$ cat src/rtl/serial_subtractor_if.sv
// Operand/result bundle between a requester and the bit-serial subtractor.
`default_nettype none

interface serial_subtractor_if #(
  parameter int WIDTH = 4
);
  logic             start;
  logic [WIDTH-1:0] A;
  logic [WIDTH-1:0] B;
  logic [WIDTH-1:0] D;
  logic             B_out;
  logic             busy;
  logic             done;

  modport master (output start, A, B, input D, B_out, busy, done);
  modport slave  (input start, A, B, output D, B_out, busy, done);
endinterface

`default_nettype wire

$ cat src/rtl/serial_subtractor.sv
// Bit-serial D = A - B, LSB first, one full-subtractor cell plus a borrow flip-flop.
`default_nettype none

module serial_subtractor #(
  parameter int WIDTH = 4
) (
  input  wire logic          clk,
  input  wire logic          rst,
  serial_subtractor_if.slave bus
);
  localparam int CW = $clog2(WIDTH);

  typedef enum logic [1:0] {
    S_IDLE  = 2'd0,
    S_SHIFT = 2'd1,
    S_DONE  = 2'd2
  } state_t;

  state_t           state_q, state_d;
  logic [WIDTH-1:0] ra_q, ra_d;
  logic [WIDTH-1:0] rb_q, rb_d;
  logic [WIDTH-1:0] res_q, res_d;
  logic [WIDTH-1:0] dout_q, dout_d;
  logic [CW-1:0]    cnt_q, cnt_d;
  logic             bw_q, bw_d;
  logic             bout_q, bout_d;

  logic w_diff;
  logic w_borrow;

  assign w_diff   = ra_q[0] ^ rb_q[0] ^ bw_q;
  assign w_borrow = (~ra_q[0] & rb_q[0]) | (~(ra_q[0] ^ rb_q[0]) & bw_q);

  always_comb begin
    state_d = state_q;
    ra_d    = ra_q;
    rb_d    = rb_q;
    res_d   = res_q;
    dout_d  = dout_q;
    cnt_d   = cnt_q;
    bw_d    = bw_q;
    bout_d  = bout_q;
    case (state_q)
      S_IDLE: begin
        if (bus.start) begin
          ra_d    = bus.A;
          rb_d    = bus.B;
          bw_d    = 1'b0;
          cnt_d   = '0;
          state_d = S_SHIFT;
        end
      end
      S_SHIFT: begin
        ra_d  = {1'b0, ra_q[WIDTH-1:1]};
        rb_d  = {1'b0, rb_q[WIDTH-1:1]};
        res_d = {w_diff, res_q[WIDTH-1:1]};
        bw_d  = w_borrow;
        cnt_d = cnt_q + CW'(1);
        // Last bit: publish the completed difference and the outgoing borrow together
        if (cnt_q == CW'(WIDTH - 1)) begin
          dout_d  = {w_diff, res_q[WIDTH-1:1]};
          bout_d  = w_borrow;
          state_d = S_DONE;
        end
      end
      S_DONE:  state_d = S_IDLE;
      default: state_d = S_IDLE;
    endcase
  end

  always_ff @(posedge clk or posedge rst) begin
    if (rst) begin
      state_q <= S_IDLE;
      ra_q    <= '0;
      rb_q    <= '0;
      res_q   <= '0;
      dout_q  <= '0;
      cnt_q   <= '0;
      bw_q    <= 1'b0;
      bout_q  <= 1'b0;
    end else begin
      state_q <= state_d;
      ra_q    <= ra_d;
      rb_q    <= rb_d;
      res_q   <= res_d;
      dout_q  <= dout_d;
      cnt_q   <= cnt_d;
      bw_q    <= bw_d;
      bout_q  <= bout_d;
    end
  end

  assign bus.D     = dout_q;
  assign bus.B_out = bout_q;
  assign bus.busy  = (state_q == S_SHIFT);
  assign bus.done  = (state_q == S_DONE);
endmodule

`default_nettype wire

$ cat src/flat_wrapper.sv
// flat-port wrapper written by rule: the top's interface ports become plain ports
module serial_subtractor_flat 
#(
  parameter int WIDTH = 4
)
  (clk, rst, bus_start, bus_A, bus_B, bus_D, bus_B_out, bus_busy, bus_done);
  serial_subtractor_if #(.WIDTH(WIDTH)) bus_i ();
  input  wire logic clk;
  input  wire logic rst;
  input wire logic [$bits(bus_i.start)-1:0] bus_start;
  input wire logic [$bits(bus_i.A)-1:0] bus_A;
  input wire logic [$bits(bus_i.B)-1:0] bus_B;
  output wire logic [$bits(bus_i.D)-1:0] bus_D;
  output wire logic [$bits(bus_i.B_out)-1:0] bus_B_out;
  output wire logic [$bits(bus_i.busy)-1:0] bus_busy;
  output wire logic [$bits(bus_i.done)-1:0] bus_done;
  assign bus_i.start = bus_start;
  assign bus_i.A = bus_A;
  assign bus_i.B = bus_B;
  assign bus_D = bus_i.D;
  assign bus_B_out = bus_i.B_out;
  assign bus_busy = bus_i.busy;
  assign bus_done = bus_i.done;
  serial_subtractor #(.WIDTH(WIDTH)) u_core (.clk(clk), .rst(rst), .bus(bus_i));
endmodule
$ cat config.mk
export PLATFORM = sky130hd
export DESIGN_NAME = serial_subtractor_flat
export DESIGN_NICKNAME = d
export VERILOG_FILES = /design/src/rtl/serial_subtractor_if.sv /design/src/rtl/serial_subtractor.sv /design/src/flat_wrapper.sv
export SDC_FILE = /design/constraint.sdc
export NUM_CORES = 1
export LEC_CHECK = 0
export CORE_UTILIZATION = 50
export CTS_CLUSTER_SIZE = 40
export DETAILED_ROUTE_END_ITERATION = 10
export PLACE_DENSITY = 0.87
export SETUP_SLACK_MARGIN = 0.2
export SKIP_CTS_REPAIR_TIMING = 1
export SLEW_MARGIN = 10
export SYNTH_ARGS = -nofsm -noshare
export SYNTH_HDL_FRONTEND = slang
export SYNTH_SLANG_ARGS = --single-unit
$ cat constraint.sdc
create_clock -name clk -period 1.6 [get_ports clk]
set_input_delay 0.32 -clock clk [delete_from_list [all_inputs] [get_ports clk]]
set_output_delay 0.32 -clock clk [all_outputs]
set_load 0.01 [all_outputs]
# [Yosys cells after proc, flatten, opt, wreduce, memory -nomap -nowiden]
# Cells that the tools add are included.
[word_totals] ff_bits=22 latch_bits=0 ramBits=0 mem_bits_ro=0 input_bits=11 output_inout_bits=7 word_cells=37 mem_count=0
[op_classes] addsub=1 multipliers=0 div=0 n_lt_le_gt_ge=0 eq_ne=5 shift=0 muxes=11 n_bitwise=7 n_reduce_logical=5
[op_table] op="$pmux W4 S2" count=2
[op_table] op="$mux W4" count=2
[op_table] op="$pmux W2 S2" count=2
[op_table] op="$mux W2" count=3
[op_table] op="$reduce_and A2 Y1" count=3
[op_table] op="$eq A2 B2 Y1 const B" count=2
[op_table] op="$add A2 B1 Y2 const B" count=1
[op_table] op="$and A1 B1 Y1" count=2
[op_table] op="$eq A2 B1 Y1 const B" count=1
[op_table] op="$logic_not A2 Y1" count=1
[op_table] op="$ne A2 B1 Y1 const B" count=1
[op_table] op="$ne A2 B2 Y1 const B" count=1
[op_table] op="$not A1 Y1" count=2
[op_table] op="$pmux W1 S2" count=1
[op_table] op="$reduce_bool A2 Y1" count=1
[op_table] op="$xor A1 B1 Y1" count=2
[op_table] op="$mux W1" count=1
[op_table] op="$or A1 B1 Y1" count=1

# [Longest topological paths before layout]
# Gate-level depths: netlist of run 1.
[logic_depth] depth_word=5 depth_mapped=4 mapped_depth_nobuf=4

# [Worst setup path before layout of run 1]
# Ideal clock, no wire load.
[synth_path] kind="flip-flop to flip-flop" start="register u_core.ra_q[0]" end="register u_core.dout_q[3], in the netlist u_core.bus.D[3]" setup_time_ns=0.128 t_arrival_ns=1.106 required_ns=1.472 setup_slack_ns=0.367 stages_incl_launch_ff=3 n_path_buf=0 period_less_slack_ns=1.233 path_cell_list="dfrtp_1 -> fa_1 -> mux2_1"
[synth_via] elab_chain_cells=2
[synth_rtl] item="from (decl)" line_no="serial_subtractor.sv:20" source="logic [WIDTH-1:0] ra_q, ra_d;"
[synth_rtl] item="from (signal assigned)" line_no="serial_subtractor.sv:83" source="ra_q <= ra_d;"
[synth_rtl] item="$xor A1 B1 Y1 (2 in a row)" line_no="serial_subtractor.sv:31" source="assign w_diff = ra_q[0] ^ rb_q[0] ^ bw_q;"
[synth_rtl] item="net u_core.w_diff" line_no="serial_subtractor.sv:28" source="logic w_diff;"
[synth_rtl] item="to (signal assigned)" line_no="serial_subtractor.sv:86" source="dout_q <= dout_d;"
[synth_rtl] item="to (decl)" line_no="serial_subtractor.sv:23" source="logic [WIDTH-1:0] dout_q, dout_d;"
# The timed path passes the listed nets, and every way through them passes these cells.
# A chain may end at the register's enable or synchronous reset.

# [Worst setup path in the final report of run 1]
[layout_path] start="register u_core.state_q[1]" end="output bus_done"
[layout_via] elab_chain_cells=1
[layout_rtl] item="from (decl)" line_no="serial_subtractor.sv:19" source="state_t state_q, state_d;"
[layout_rtl] item="from (signal assigned)" line_no="serial_subtractor.sv:82" source="state_q <= state_d;"
[layout_rtl] item="$eq A2 B2 Y1" line_no="serial_subtractor.sv:96" source="assign bus.done = (state_q == S_DONE);"
[layout_rtl] item="to (decl)" line_no="flat_wrapper.sv:16" source="output wire logic [$bits(bus_i.done)-1:0] bus_done;"
# Every way passes these cells.

==> reports/results.tsv, run 1 <==
metric	value	unit
Layout fillers	166	
Net count, final	109	
worst reg2reg startpoint	u_core.rb_q[0]	
TritonCTS buffer count	3	
Non-Filler Instances	122	
crit-path max FO	3	
Final Critical Period	1.39	ns
Synth Cell Area	0.00102	sq mm
Antenna Cells	0	
Final ANT Viol Nets	0	
DR DRC count	0	
root buf cell	clkbuf_4	
#FFs+latches synth	21	
Boundary Pins	18	
Distinct cells, synth	22	
RSZ-0062 raised after global routing	yes	
Initial Utilization	52.8	%
WL/cell	14.2	microns
Post-DP Area	0.00120	sq mm
Critical Path RT	1.28	ns
total grt overflow	0	
Final Hold Viols	0	
pwr/cell area	1910	mW/mm^2
status	finished clean	
die height	47.3	microns
GP Congestion	0.710	
Mapped Cells	76	
DP HPWL	1.28	mm
die area	0.00223	sq mm
Crit. Startpoint	u_core.state_q[1]	
dominant cell type by area after synthesis	dfrtp_1	
Reg clk slew, reported paths	0.11	ns
Worst-Margin Slew	0.404	ns
die width	47.3	microns
Avg Inst Size Synth	13.5	sq um
vias	644	
final hold slack	0.345	ns
number of DRC markers in iteration 0	11	
final max-slew violation count	0	
Setup Crit Path Kind	reg2out	
Reg2Reg Depth	3	
Routed WL	1.73	mm
Max Buffers Root-to-Sink	2	
share of post-route cells with drive strength above 1	21.1	%
highest clock rate	0.721	GHz
Lkg Pwr	0.622	nW
fin area	0.00124	sq mm
Crit. End Element	output pin	
Ys Warns	0	
most common flop cell mapped by yosys	dfrtp_1	
top post-synthesis cells by count	dfrtp_1, inv_1, buf_6, mux2_1, nor4b_1	
clk sinks	21	
EDFF count, synth	0	
initial antenna violation count	0	
Final setup viols	0	
TritonCTS clock tree	yes	
row count	16	
Max rail drop VDD	0.767	mV
share of Yosys cell area claimed by the top area cell type	51.3	%
Worst setup SP type	flip-flop	
Async SR Flop Fraction	100	%
TritonRoute pass-1 iters	4	
worst hold path type	in2async	
H-Tree Depth	1	
Clock Latency Late Sink	0.30	ns
sequential area share after synthesis	51.3	%
max_slew headroom	72.7	%
FF-to-FF End	u_core.bus.D[3]	
Worst Setup EP	bus_done	
vias in the first global route	661	
max cap viols	0	
Setup TNS	0	ns
Area Growth Syn to Fin	21.2	%
I/O Buffers	17	
All-Layer GR Usage	18.6	%
reg-to-reg slack, setup	0.30	ns
Clock Skew	0.00614	ns
first-pass GRT wire length	2.80	mm
Vias/cell	5.28	
CP arrival	1.07	ns
synth top area cells	dfrtp_1, buf_6, mux2_1	
# placed instances	118	
most frequent cell after synthesis	dfrtp_1	
Core ar.	0.00194	sq mm
post-synth net total	89	
Period Utilization, post-route	86.6	%
largest net degree at the start of global routing	22	
placed cells by master, fill, tap and decap left out, types with 2 or more instances in the layout:
cell	n
buf_4	4
nor2_1	4
dfrtp_1	21
inv_1	10
nor4b_1	5
a22o_1	4
clkdlybuf4s50_1	10
a211oi_1	2
mux2_1	5
nor3b_1	2
a221oi_2	3
clkbuf_4	3
dlymetal6s2s_1	6
mux2_4	3
where the power goes:
part | internal [mW] | switching (mW) | leakage [nW]
registers | 0.791 | 0.141 | 0.254
logic | 0.642 | 0.550 | 0.353
clock network | 0.0970 | 0.150 | 0.0150
stage by stage:
| step | utilization [%] | setup slack [ns] | power [mW] |
|---|---|---|---|
| global route | 64.0 | 0.132 | 2.55 |
| CTS | 63.0 | -0.189 | 2.41 |
| detailed placement | 61.7 | 0.0394 | 2.16 |
| finish | 64.0 | 0.214 | 2.37 |
| global placement | 61.7 | 0.125 | 2.09 |
| floorplan | - | 0.367 | 1.87 |
final cells by class:
| type | count | area [sq um] | share of cell area (%) |
|---|---|---|---|
| Clock buffer | 4 | 26.3 | 2.11 |
| Inverter | 10 | 37.5 | 3.02 |
| Multi-Input combinational cell | 39 | 409 | 32.9 |
| Sequential cell | 21 | 526 | 42.3 |
| Tap cell | 27 | 33.8 | 2.72 |
| Timing Repair Buffer | 21 | 210 | 16.9 |
kinds of logic after synthesis:
family | count (synthesis) | synth area share (%)
compound gates | 12 | 11.8
fa+ha+maj | 2 | 3.17
simple gates | 16 | 13.1
flops | 21 | 51.3
buf+inv | 16 | 9.65
mux | 9 | 11.0
state kept, by name, summed over array words and instances (netlist names):
name	count
u_core.bw_q	1
u_core.res_q	3
u_core.ra_q	4
u_core.cnt_q	2
u_core.rb_q	4
u_core.state_q	2
u_core.bus.B_out	1
u_core.bus.D	4
how the worst min path moves through the flow:
stage,start,slack (ns),endpoint
floorplan,rst,0.30,u_core.bus.B_out
global placement,u_core.bus.D[1],0.47,u_core.bus.D[1]
detailed placement,u_core.res_q[1],0.48,u_core.bus.D[0]
CTS,rst,0.35,u_core.bus.D[3]
global route,rst,0.37,u_core.bus.D[3]
finish,rst,0.34,u_core.state_q[0]
critical path, stage by stage (launching register included):
cell            delay [ns]
dfrtp_1               0.41
nor2b_1               0.18
dlymetal6s2s_1        0.18
routing by layer:
metal	part of all wire (%)	GRT usage, %
met5	0	0
met4	0.41	8.57
met3	4.3	4.23
met2	52	32.9
met1	44	21.1
Power figures use the tool's default switching activity.
==> run 2: changes to the inputs <==
--- a/config.mk
+++ b/config.mk
@@ -15,3 +15,4 @@
 export SYNTH_ARGS = -nofsm -noshare
 export SYNTH_HDL_FRONTEND = slang
 export SYNTH_SLANG_ARGS = --single-unit
+export TNS_END_PERCENT = 100
==> results of run 2 <==
The final DEF is identical to that of run 1; final timing and power are the same.
